[config.mk]
export PLATFORM = sky130hd
export DESIGN_NAME = pcie_endpoint_mf
export DESIGN_NICKNAME = d
export VERILOG_FILES = /design/src/rtl/pcie_ep_pkg.sv /design/src/rtl/pcie_ep_rsp_fifo.sv /design/src/rtl/pcie_endpoint_mf.sv
export SDC_FILE = /design/constraint.sdc
export NUM_CORES = 1
export LEC_CHECK = 0
export ABC_AREA = 0
export CORE_AREA = 2 2 314 316
export CTS_BUF_LIST = sky130_fd_sc_hd__clkbuf_4 sky130_fd_sc_hd__clkbuf_8
export DETAILED_ROUTE_END_ITERATION = 10
export DIE_AREA = 0 0 316 318
export HOLD_SLACK_MARGIN = 0.15
export MAX_ROUTING_LAYER = met4
export PLACE_DENSITY = 0.73
export SLEW_MARGIN = 20
export SYNTH_ARGS = -nofsm -noshare
export SYNTH_HDL_FRONTEND = slang
export SYNTH_SLANG_ARGS = --single-unit
[constraint.sdc]
create_clock -name clk -period 3.2 [get_ports clk]
set_clock_uncertainty 0.2 [all_clocks]
set_input_delay 0.64 -clock clk [delete_from_list [all_inputs] [get_ports clk]]
set_output_delay 0.64 -clock clk [all_outputs]
set_load 0.02 [all_outputs]
[src/rtl/pcie_ep_pkg.sv]
// Shared constants and types for the multi-function endpoint:
// request field positions, completion status codes and config map.
package pcie_ep_pkg;

    localparam int TLP_CFG      = 31;
    localparam int TLP_WR       = 30;
    localparam int TLP_FUNC_HI  = 29;
    localparam int TLP_FUNC_LO  = 28;
    localparam int TLP_TAG_HI   = 27;
    localparam int TLP_TAG_LO   = 24;
    localparam int TLP_ADDR_HI  = 23;
    localparam int TLP_ADDR_LO  = 16;
    localparam int TLP_WDATA_HI = 15;
    localparam int TLP_WDATA_LO = 0;

    localparam int MAX_FUNC = 4;

    typedef enum logic [1:0] {
        ST_SC = 2'b00,
        ST_UR = 2'b01
    } status_e;

    localparam logic [7:0] CFG_ID   = 8'h00;
    localparam logic [7:0] CFG_CMD  = 8'h04;
    localparam logic [7:0] CFG_BAR0 = 8'h10;

    localparam logic [31:0] WR_ACK = 32'h0000_0001;

    typedef struct packed {
        logic [31:0] data;
        status_e     status;
        logic [1:0]  func;
        logic [3:0]  tag;
    } rsp_t;

    function automatic logic [31:0] cfg_id(
        input logic [31:0] base,
        input logic [1:0]  func
    );
        return base ^ {30'b0, func};
    endfunction

endpackage

[src/rtl/pcie_ep_rsp_fifo.sv]
// Completion queue: circular buffer with a registered occupancy count,
// valid/ready on both sides; full and empty gate the handshakes.
module pcie_ep_rsp_fifo #(
    parameter int WIDTH = 40,
    parameter int DEPTH = 4
) (
    input  logic             clk,
    input  logic             rst_n,
    input  logic [WIDTH-1:0] i_data,
    input  logic             i_valid,
    output logic             o_ready,
    output logic [WIDTH-1:0] o_data,
    output logic             o_valid,
    input  logic             i_ready
);

    localparam int PW = (DEPTH > 1) ? $clog2(DEPTH) : 1;
    localparam int CW = $clog2(DEPTH + 1);

    logic [WIDTH-1:0] r_mem [DEPTH];
    logic [PW-1:0]    r_wr;
    logic [PW-1:0]    r_rd;
    logic [CW-1:0]    r_cnt;
    logic             w_push;
    logic             w_pop;

    assign o_ready = (r_cnt < CW'(DEPTH));
    assign o_valid = (r_cnt != '0);
    assign o_data  = r_mem[r_rd];
    assign w_push  = i_valid && o_ready;
    assign w_pop   = o_valid && i_ready;

    always_ff @(posedge clk or negedge rst_n) begin
        if (!rst_n) begin
            r_wr  <= '0;
            r_rd  <= '0;
            r_cnt <= '0;
        end else begin
            if (w_push) r_wr <= r_wr + PW'(1);
            if (w_pop)  r_rd <= r_rd + PW'(1);
            case ({w_push, w_pop})
                2'b10:   r_cnt <= r_cnt + CW'(1);
                2'b01:   r_cnt <= r_cnt - CW'(1);
                default: r_cnt <= r_cnt;
            endcase
        end
    end

    // Storage is not reset; the head is only observed while o_valid.
    always_ff @(posedge clk) begin
        if (w_push) r_mem[r_wr] <= i_data;
    end

endmodule

[src/rtl/pcie_endpoint_mf.sv]
// Multi-function endpoint: decodes config/memory requests, executes
// them at the accepting edge and queues one completion per request.
module pcie_endpoint_mf
    import pcie_ep_pkg::*;
#(
    parameter int          NUM_FUNC   = 2,
    parameter int          MEM_DEPTH  = 64,
    parameter int          FIFO_DEPTH = 4,
    parameter logic [31:0] DEVICE_ID  = 32'h12345678
) (
    input  logic        clk,
    input  logic        rst_n,
    input  logic [31:0] tlp_data,
    input  logic        tlp_valid,
    output logic        tlp_ready,
    output logic [31:0] rsp_data,
    output logic [1:0]  rsp_status,
    output logic [1:0]  rsp_func,
    output logic [3:0]  rsp_tag,
    output logic        rsp_valid,
    input  logic        rsp_ready,
    output logic [7:0]  err_count
);

    localparam int AW = (MEM_DEPTH > 1) ? $clog2(MEM_DEPTH) : 1;

    logic [15:0] r_mem [MEM_DEPTH];
    logic [15:0] r_cmd [MAX_FUNC];
    logic [15:0] r_bar [MAX_FUNC];
    logic [7:0]  r_err;

    logic        w_accept;
    logic        w_cfg;
    logic        w_wr;
    logic [1:0]  w_func;
    logic [3:0]  w_tag;
    logic [7:0]  w_addr;
    logic [15:0] w_wdata;
    logic        w_ur;
    logic [31:0] w_data;
    logic        w_cmd_we;
    logic        w_bar_we;
    logic        w_mem_we;
    rsp_t        w_push;
    rsp_t        w_head;

    assign w_cfg   = tlp_data[TLP_CFG];
    assign w_wr    = tlp_data[TLP_WR];
    assign w_func  = tlp_data[TLP_FUNC_HI:TLP_FUNC_LO];
    assign w_tag   = tlp_data[TLP_TAG_HI:TLP_TAG_LO];
    assign w_addr  = tlp_data[TLP_ADDR_HI:TLP_ADDR_LO];
    assign w_wdata = tlp_data[TLP_WDATA_HI:TLP_WDATA_LO];
    assign w_accept = tlp_valid && tlp_ready;

    always_comb begin
        w_ur     = 1'b0;
        w_data   = '0;
        w_cmd_we = 1'b0;
        w_bar_we = 1'b0;
        w_mem_we = 1'b0;
        if (int'(w_func) >= NUM_FUNC) begin
            w_ur = 1'b1;
        end else if (w_cfg) begin
            unique case (w_addr)
                CFG_ID: begin
                    if (w_wr) w_ur = 1'b1;
                    else      w_data = cfg_id(DEVICE_ID, w_func);
                end
                CFG_CMD: begin
                    w_cmd_we = w_wr;
                    w_data   = w_wr ? WR_ACK : {16'b0, r_cmd[w_func]};
                end
                CFG_BAR0: begin
                    w_bar_we = w_wr;
                    w_data   = w_wr ? WR_ACK : {16'b0, r_bar[w_func]};
                end
                default: w_ur = 1'b1;
            endcase
        end else if (int'(w_addr) >= MEM_DEPTH || !r_cmd[w_func][0]) begin
            w_ur = 1'b1;
        end else begin
            w_mem_we = w_wr;
            w_data   = w_wr ? WR_ACK : {16'b0, r_mem[w_addr[AW-1:0]]};
        end
    end

    always_ff @(posedge clk or negedge rst_n) begin
        if (!rst_n) begin
            for (int i = 0; i < MAX_FUNC; i++) begin
                r_cmd[i] <= '0;
                r_bar[i] <= '0;
            end
            r_err <= '0;
        end else if (w_accept) begin
            if (w_cmd_we) r_cmd[w_func] <= w_wdata;
            if (w_bar_we) r_bar[w_func] <= w_wdata;
            if (w_ur && r_err != 8'hFF) r_err <= r_err + 8'd1;
        end
    end

    always_ff @(posedge clk) begin
        if (w_accept && w_mem_we) r_mem[w_addr[AW-1:0]] <= w_wdata;
    end

    assign w_push.data   = w_data;
    assign w_push.status = w_ur ? ST_UR : ST_SC;
    assign w_push.func   = w_func;
    assign w_push.tag    = w_tag;

    pcie_ep_rsp_fifo #(
        .WIDTH ($bits(rsp_t)),
        .DEPTH (FIFO_DEPTH)
    ) u_rsp_fifo (
        .clk     (clk),
        .rst_n   (rst_n),
        .i_data  (w_push),
        .i_valid (tlp_valid),
        .o_ready (tlp_ready),
        .o_data  (w_head),
        .o_valid (rsp_valid),
        .i_ready (rsp_ready)
    );

    // Head fields read zero while the queue is empty.
    assign rsp_data   = rsp_valid ? w_head.data   : '0;
    assign rsp_status = rsp_valid ? w_head.status : ST_SC;
    assign rsp_func   = rsp_valid ? w_head.func   : '0;
    assign rsp_tag    = rsp_valid ? w_head.tag    : '0;
    assign err_count  = r_err;

endmodule

======== Word-level counts from Yosys, hierarchy flattened ========
Memories as Yosys holds them, arrays and structs flattened.
Index checks and enable logic that the tools add are counted.
storage, ports and cells
  register bits ........................... 143
  RAM bits ................................ 1180
  bits of input ports ..................... 36
  output and inout bits ................... 50
  logic and storage cells ................. 86
  memories kept ........................... 2
memories
  name              depth  width  rd ports  clocked after Yosys merged registers in  wr ports  RTL line                RTL
  r_mem             64     16     1         0                                        1         pcie_endpoint_mf.sv:27  logic [15:0] r_mem [MEM_DEPTH];
  u_rsp_fifo.r_mem  4      39     1         0                                        1         pcie_ep_rsp_fifo.sv:20  logic [WIDTH-1:0] r_mem [DEPTH];
operators by class
  $add $sub $neg .......................... 5
  magnitude comparators ................... 5
  eq/ne operators ......................... 5
  multiplexer cells ....................... 42
  bitwise operators ....................... 1
  reductions and logical operators ........ 14
operators with widths
  kind                                                                                  number
  16-bit two-way mux                                                                    9
  64-bit bitwise mux                                                                    2
  32-bit two-way mux                                                                    3
  29-bit one-hot mux with 3 select lines                                                1
  16-bit binary-select mux with 2-bit select                                            2
  16-bit demux with 2-bit select                                                        1
  29-bit two-way mux                                                                    1
  1-bit two-way mux                                                                     18
  8-bit by 1-bit adder with 8-bit output (second input constant)                        1
  8-bit by 3-bit equality test with 1-bit output (second input constant)                1
  8-bit by 5-bit equality test with 1-bit output (second input constant)                1
  8-bit by 7-bit greater-or-equal comparator with 1-bit output (second input constant)  1
  8-bit zero test                                                                       1
  8-bit != test (second input constant)                                                 1
  3-bit one-hot mux with 2 select lines                                                 1
  2-bit AND reduction                                                                   3
  1-bit logical AND                                                                     5
  2-bit by 1-bit adder with 2-bit output (second input constant)                        2
  2-bit two-way mux                                                                     2
  4-bit two-way mux                                                                     1
  3-bit by 1-bit adder with 3-bit output (second input constant)                        1
  3-bit greater-or-equal comparator (second input constant)                             1
  3-bit by 1-bit less-than comparator with 1-bit output (second input constant)         1
  3-bit less-than comparator (second input constant)                                    1
  11 further kinds                                                                      11

======== Depth between registers and ports, before layout ========
Gate-level depths: netlist of run 1.
  word-level depth ........................ 12
  mapped depth ............................ 11
  depth with buffers taken out ............ 9

======== Modules after synthesis ========
A second synthesis of run 1 with hierarchy kept.
second synthesis, totals
  cells, all modules ...................... 2859
  area total of the unflattened synthesis .. 50743.7 um2
modules (own cells, without submodules)
  module            instances  cells an instance  area each (um2)  seq. area each (um2)
  pcie_endpoint_mf  1          2610               44503.9          32851.5
  pcie_ep_rsp_fifo  1          249                6239.7           4979.8

======== Worst setup path after synthesis of run 1 ========
OpenSTA, ideal clock, no wires.
  path kind ............................... input -> register
  start point ............................. in tlp_data[28]
  end point ............................... mem r_mem[60][0] (netlist: r_mem[15][0]), enable pin
  setup time .............................. 0.388 ns
  arrival ................................. 2.575 ns
  data required time ...................... 2.612 ns
  slack ................................... 0.037 ns
  cell stages on the path ................. 6
  path buffers ............................ 1
  cell sequence ........................... buf_4 > mux4_2 > nand3_1 > nor3_1 > nand2_1 > nor2_1
between the ends
  word-level cells in the longest chain between the ends .. 12
  elaborated cells between the ends (all ways) .. 13
  classes of those cells .................. order compare (1); mux (8); bitwise (1); reduce/logical (3)
ends and longest elaborated chain
  item                                                    RTL line                 RTL
  start: declaration                                      pcie_endpoint_mf.sv:13   input logic [31:0] tlp_data,
  2-bit inverter with 3-bit output (not written as such)  pcie_endpoint_mf.sv:79   end else if (int'(w_addr) >= MEM_DEPTH || !r_cmd[w_func][0]) begin
  16-bit binary-select mux with 2-bit select              pcie_endpoint_mf.sv:79
  16-bit two-way mux (not written as such) (2 in series)  pcie_endpoint_mf.sv:79
  1-bit zero test                                         pcie_endpoint_mf.sv:79
  1-bit logical OR                                        pcie_endpoint_mf.sv:79
  1-bit two-way mux                                       pcie_endpoint_mf.sv:79
  1-bit two-way mux                                       pcie_endpoint_mf.sv:63   end else if (w_cfg) begin
  1-bit two-way mux (*)                                   pcie_endpoint_mf.sv:61   if (int'(w_func) >= NUM_FUNC) begin
  1-bit logical AND (*)                                   pcie_endpoint_mf.sv:102  if (w_accept && w_mem_we) r_mem[w_addr[AW-1:0]] <= w_wdata;
  1-bit two-way mux (*)                                   pcie_endpoint_mf.sv:102
  1-bit two-way mux (not written as such) (*)             pcie_endpoint_mf.sv:102
  end: declaration                                        pcie_endpoint_mf.sv:27
Mark *: on every way between the ends. The rest lies on a longest branch, timed or not. The select of a mux whose other input is x is not followed.

======== Final worst setup path of run 1 ========
  start point ............................. reg u_rsp_fifo.r_rd[0]
  end point ............................... out rsp_data[5]
between the ends
  word-level cells in the longest chain between the ends .. 2
ends and longest elaborated chain
  item                      RTL line                 RTL
  start: declaration        pcie_ep_rsp_fifo.sv:22   logic [PW-1:0] r_rd;
  start signal: assignment  pcie_ep_rsp_fifo.sv:40   if (w_pop) r_rd <= r_rd + PW'(1);
  memory read 4 x 39 bit    --
  32-bit two-way mux        pcie_endpoint_mf.sv:125  assign rsp_data = rsp_valid ? w_head.data : '0;
  end: declaration          pcie_endpoint_mf.sv:16   output logic [31:0] rsp_data,
No other way between the ends.

==> impl_metrics.json, run 1 <==
{
  "hold_path.startpoint": "r_bar[26]",
  "die_h_um": 318,
  "hpwl_um": 96100,
  "p_switching_mw": 8.71,
  "cp.arrival_ns": 2.43,
  "reg2reg_to": "u_rsp_fifo.r_mem[0][22]",
  "fmax_ghz": 0.306,
  "grt_max_degree": 86,
  "pwr-share-clk": 0.361,
  "ys.flop_type": "edfxtp_1",
  "die_w_um": 316,
  "power.total_mw": 35.3,
  "ant_nets": 0,
  "regArea_sq_um": 36100,
  "ctsLongestPathBuffers": 3,
  "ys.warnings.count": 0,
  "via_count": 30000,
  "p_int_mw": 26.6,
  "drtIter0Drc": 4289,
  "comb_power_share": 0.134,
  "final_cell_mix": "edfxtp_1 (1,120), buf_4 (404), clkbuf_8 (195)",
  "overflow": 0,
  "synth_seq_cells": 1219,
  "start_kind": "register",
  "core_sq_um": 97400,
  "slew_headroom": 0.301,
  "rsz0062_at_grt": "yes",
  "avgSynthCellArea_sq_um": 17.7,
  "finalNetCount": 3355,
  "viasPerCell": 6.30,
  "ctsHtreeMaxLevel": 4,
  "violations": "setup timing",
  "dr.pass1.iters": 6,
  "worst_hold_slack_ns": 0.172,
  "area_delta_synth_final_pct": 21.8,
  "clk_pin_slew_ns": 0.06,
  "final_cells": 4755,
  "cap_violations": 0,
  "place_inst": 4386,
  "routedWlPerCell_um": 30.7,
  "status": "complete, but fails checks",
  "synth_edf_count": 1120,
  "routed_wl_um": 146000,
  "antenna_found_initial": 4,
  "syn_area_sq_um": 48300,
  "clock_latency_ns": 0.89,
  "yosysSeqAreaShare": 0.748,
  "multi_input_area_sq_um": 11100,
  "place.gp.congestion": 1.00,
  "worst_pin_slew_ns": 1.05,
  "synthCells": 2721,
  "hold_class": "reg -> reg",
  "powerDensity_nw_per_um2": 600,
  "die_area_sq_um": 100000,
  "ir_drop_v": 0.000430,
  "power_frac_seq": 0.505,
  "ios": 86,
  "fin_area_sq_um": 58800,
  "grt_pass1_vias": 29300,
  "final_common_cell": "edfxtp_1",
  "min_path_cells": 0,
  "port_buffers": 73,
  "crit-reg2reg-launch": "r_mem[54][15]",
  "ys_async_sr_fraction": 0.0812,
  "hold_viol_final": 0,
  "sw_frac_of_total": 0.247,
  "post-route-period-util": 1.02,
  "critical_path_class": "reg -> out",
  "setup_viol": 17,
  "cts.sinks": 1219,
  "p_leak_nw": 20.8,
  "whs_endpoint": "r_bar[26]",
  "yosysUniqueCellTypes": 76,
  "cp.required_ns": 2.36,
  "place_area_sq_um": 54800,
  "slew_viol_final": 0,
  "final_core_util": 0.604,
  "num_rows": 115,
  "initial_utilization": 0.496,
  "setup_ws_ns": -0.0674,
  "drive_gt1_frac": 0.333,
  "grt_use_total": 0.298,
  "min_period_ns": 3.27,
  "clockRootBuffer": "clkbuf_8",
  "grt_pass1_wl_um": 207000,
  "reg2reg_slack_ns": 0.09,
  "fill_cells": 6912,
  "drcViolationCount": 0,
  "r2r_cells": 6,
  "crit_fanout": 7,
  "numCtsBuffers": 188,
  "cts_tree": "done",
  "crit_path_end_kind": "primary output"
}
## Yosys cell counts (12+ instances only)
master    number  area (sq um)
o22ai_1       54           338
buf_2         55           275
a21oi_1       63           315
nand3_1       15          75.1
nor3_1        12          60.1
nand2_1       70           263
dfrtp_1       99          2480
mux4_2        95          2140
buf_6         14           158
o21ai_0       73           365
mux2i_1      145          1450
nor2_1       134           503
clkbuf_1      92           345
mux2_1        13           146
a22oi_1       65           488
buf_4         47           353
mux2_2       136          1530
a221o_1       21           210
edfxtp_1    1120         33600
a221oi_1     103           902
a22o_1        26           228
and2_1        36           225
a31oi_1       16           100
## layout make-up
class,instances,area share
clock inverters,80,0.00866
multi-input cells,1284,0.190
diodes,5,0.000213
repair buffers,606,0.105
flip-flops and latches,1219,0.614
inverters,13,0.000830
clock buffers,261,0.0541
well taps,1287,0.0274
## flip-flops by register name, summed over array words and instances (netlist names)
register          flops
r_cmd                38
u_rsp_fifo.r_rd       2
u_rsp_fifo.r_wr       2
r_bar                46
r_mem              1024
u_rsp_fifo.r_mem     96
u_rsp_fifo.r_cnt      3
err_count             8
## metal layers
metal | vias to the layer above | wire length, um | share of wire | GRT usage
li1 | 12200 | - | - | -
met1 | 15300 | 55500 | 0.38 | 0.402
met2 | 2072 | 67800 | 0.46 | 0.445
met3 | 361 | 16300 | 0.11 | 0.0634
met4 | 0 | 6310 | 0.043 | 0.119
met5 | - | 0 | 0 | -
## power by group through the flow
stage          registers, mW  logic [mW]  clock network, mW
2_1_floorplan           18.1        2.16                  0
3_3_place_gp            18.1        4.22                  0
3_5_place_dp            18.1        4.29                  0
4_1_cts                 17.8        4.78               12.9
5_1_grt                 17.8        4.98               13.5
6_report                17.8        4.74               12.7
## logic make-up after synthesis
logic type	after synthesis	share of synthesized area
AO/OA/AOI/OAI	530	0.0804
XOR/XNOR	13	0.00236
adder cells (fa/ha/maj)	7	0.00197
buffers and inverters	229	0.0251
flip-flops	1219	0.748
multiplexers	391	0.110
other	1	0.0000776
AND/OR/NAND/NOR	331	0.0327
## worst max-delay path: stages (launching register included)
cell	delay, ns
dfrtp_2	0.45
buf_16	0.15
buf_12	0.13
mux4_2	0.52
and2_4	0.18
buf_6	0.13
## worst max-delay path by stage
stage	startpoint	to	slack, ns	cells past startpoint
after global placement	tlp_data[20]	u_rsp_fifo.r_mem[0][18]	-1.10	12
after CTS	u_rsp_fifo.r_rd[0]	rsp_data[14]	-0.12	5
final	u_rsp_fifo.r_rd[0]	rsp_data[5]	-0.07	5
after detailed placement	tlp_data[20]	u_rsp_fifo.r_mem[1][18]	-1.13	12
after floorplan	tlp_data[28]	r_mem[15][0]	0.04	6
after global routing	u_rsp_fifo.r_rd[0]	rsp_data[5]	-0.12	5
## through the flow
step / worst slack, ns / TNS (ns)
3_3_place_gp: -1.10 / -91.23
2_1_floorplan: 0.0365 / 0
4_1_cts: -0.122 / -2.51
3_5_place_dp: -1.13 / -128.02
6_report: -0.0674 / -0.438
5_1_grt: -0.123 / -2.23
## timing repair
action,4_1_cts,5_1_grt
pin swaps,2,0
endpoints found under the hold margin,373,0
endpoints found under the setup margin,36,32
setup buffers,11,1
hold buffers,11,0
resized for setup,197,3
gates cloned,2,0
Power figures use the tool's default switching activity.
==> inputs of run 2 (changes only) <==
Settings changed: PLACE_DENSITY 0.73 to 0.75.
Clock period 3.2 ns to 2.7 ns, I/O delays scaled along.
==> run 2 against run 1 <==
The run still ends with setup timing left. Count of clock-buffer cells in the layout is 7 higher. Register-to-register slack worse by 0.05 ns. Setup slack worse by 0.33 ns. Final cell count is 0.76% higher. Power is 19% higher. Global-route usage is 0.23 points higher. Critical path depth stayed put. Sequential cell count stayed put. Utilization is 0.83 points higher. Critical endpoint is now rsp_data[10].
==> impl_metrics.json, run 2 (synthesis gave the netlist of run 1 again) <==
{
  "gr-usage-met1": 0.402,
  "final_common_cell": "edfxtp_1",
  "ant_nets": 0,
  "finalNetCount": 3392,
  "routed_wl_um": 147000,
  "ios": 86,
  "power_frac_seq": 0.501,
  "cap_violations": 0,
  "largest_reg_flops": 1024,
  "port_buffers": 73,
  "powerDensity_nw_per_um2": 706,
  "final_core_util": 0.612,
  "grt_pass1_wl_um": 210000,
  "die_h_um": 318,
  "fill_cells": 6858,
  "p_leak_nw": 21.0,
  "violations": "setup timing",
  "slew_viol_final": 0,
  "cp.required_ns": 1.96,
  "regMostFlops": "r_mem",
  "clk_pin_slew_ns": 0.06,
  "path_cells": "buf_6, buf_16, mux4_2, and2_4, buf_6",
  "cts.sinks": 1219,
  "p_int_mw": 31.8,
  "drcViolationCount": 0,
  "grt_pass1_vias": 29800,
  "place.gp.congestion": 1.00,
  "ctsHtreeMaxLevel": 4,
  "ctsLongestPathBuffers": 3,
  "initial_utilization": 0.496,
  "via_count": 30400,
  "critPathSlowestCell": "mux4_2",
  "r2r_cells": 8,
  "critPathMaxStageDelay_ns": 0.53,
  "core_sq_um": 97400,
  "num_rows": 115,
  "rsz0062_at_grt": "yes",
  "antenna_found_initial": 6,
  "drtIter0Drc": 5140,
  "comb_power_share": 0.134,
  "top_regs": "r_mem x1024, u_rsp_fifo.r_mem x96, r_bar x46",
  "drive_gt1_frac": 0.359,
  "grt-busiest-layer": "met2",
  "cts_tree": "done",
  "dr.pass1.iters": 6,
  "crit_path_end_kind": "primary output",
  "clockRootBuffer": "clkbuf_8",
  "status": "complete, but fails checks",
  "grt_use_total": 0.301,
  "use_met3": 0.0631,
  "post-route-period-util": 1.15,
  "met2_usage": 0.447,
  "numCtsBuffers": 189,
  "final_cell_mix": "edfxtp_1 (1,120), buf_4 (414), clkbuf_8 (201)",
  "die_w_um": 316,
  "hpwl_um": 97200,
  "fmax_ghz": 0.323,
  "clock_latency_ns": 0.83,
  "setup_ws_ns": -0.396,
  "viasPerCell": 6.35,
  "slew_headroom": 0.386,
  "cp.arrival_ns": 2.36,
  "sw_frac_of_total": 0.244,
  "critical_path_class": "reg -> out",
  "area_delta_synth_final_pct": 23.4,
  "finalSetupTns_ns": -10.27,
  "die_area_sq_um": 100000,
  "p_switching_mw": 10.3,
  "worst_pin_slew_ns": 0.920,
  "place_inst": 4414,
  "ir_drop_v": 0.000565,
  "min_path_cells": 0,
  "start_kind": "register",
  "hold_viol_final": 0,
  "pwr-share-clk": 0.365,
  "min_period_ns": 3.10,
  "path_common_cell": "buf_6",
  "routedWlPerCell_um": 30.6,
  "overflow": 0,
  "hold_class": "reg -> reg",
  "grt_max_degree": 69,
  "setup_viol": 49,
  "final_cells": 4791,
  "crit_fanout": 5
}
-- run 2: cell count changes in the layout (fill, tap and decap cells not counted), sizes merged, moves of 2 or more --
cell,delta
clkbuf,+7
clkinv,-9
clkinvlp,+2
bufinv,+2
clkdlybuf4s50,-5
buf,+26
dlygate4sd3,+11
dlygate4sd2,+4
-- run 2: worst paths after layout --
kind | startpoint | end | slack, ns
worst min-delay path | r_bar[12] | r_bar[12] | 0.17
worst min register to register | r_bar[12] | r_bar[12] | 0.17
max in group asynchronous | rst_n | r_cmd[50] | 1.40
min in group asynchronous | rst_n | r_cmd[51] | 0.61
worst max-delay path | u_rsp_fifo.r_rd[0] | rsp_data[10] | -0.40
worst max register to register | r_mem[54][15] | u_rsp_fifo.r_mem[2][22] | 0.04
-- run 2: timing repair --
action / CTS / global route
resized for setup: 177 / 47
pin swaps: 13 / 15
setup endpoints to repair: 58 / 78
hold buffers: 23 / 0
cloned: 3 / 0
setup buffers: 4 / 3
hold endpoints to repair: 891 / 0
-- run 2: metal layers --
metal	share of wire	vias to the layer above	routed length, um
met5	0	-	0
met4	0.046	0	6760
met3	0.12	403	17100
met2	0.46	2342	68100
met1	0.37	15400	54700
li1	-	12300	-
-- run 2: final cells by class --
type / instances / area (sq um) / area share
Timing Repair Buffer: 642 / 6640 / 0.111
Clock buffer: 268 / 3270 / 0.0548
Sequential cell: 1219 / 36100 / 0.606
Tap cell: 1287 / 1610 / 0.0270
Clock inverter: 74 / 509 / 0.00854
Multi-Input combinational cell: 1284 / 11400 / 0.191
Inverter: 13 / 48.8 / 0.000819
Antenna cell: 4 / 10.0 / 0.000168
-- run 2: metrics by stage --
stage	worst slack (ns)	hold slack (ns)	cell area, sq um	total power [mW]
floorplan	-0.224	0.0444	48500	24.0
global placement	-1.32	0.160	55300	26.6
detailed placement	-1.35	0.163	55300	26.7
CTS	-0.516	0.158	59500	42.1
global route	-0.459	0.184	59600	43.4
finish	-0.396	0.174	59600	42.1
-- run 2: power groups by stage --
| stage | Clock (mW) | Combinational (mW) | Sequential, mW |
|---|---|---|---|
| finish | 15.4 | 5.65 | 21.1 |
| CTS | 15.5 | 5.49 | 21.1 |
| detailed placement | 0 | 5.21 | 21.5 |
| floorplan | 0 | 2.57 | 21.5 |
| global route | 16.3 | 5.95 | 21.1 |
| global placement | 0 | 5.13 | 21.4 |
-- run 2: worst max-delay path, delay by kind of cell (launching register included) --
kind	cells	cell delay, ns
muxes	1	0.53
buffers and inverters	3	0.40
and+or+nand+nor	1	0.18
DFF	1	0.41
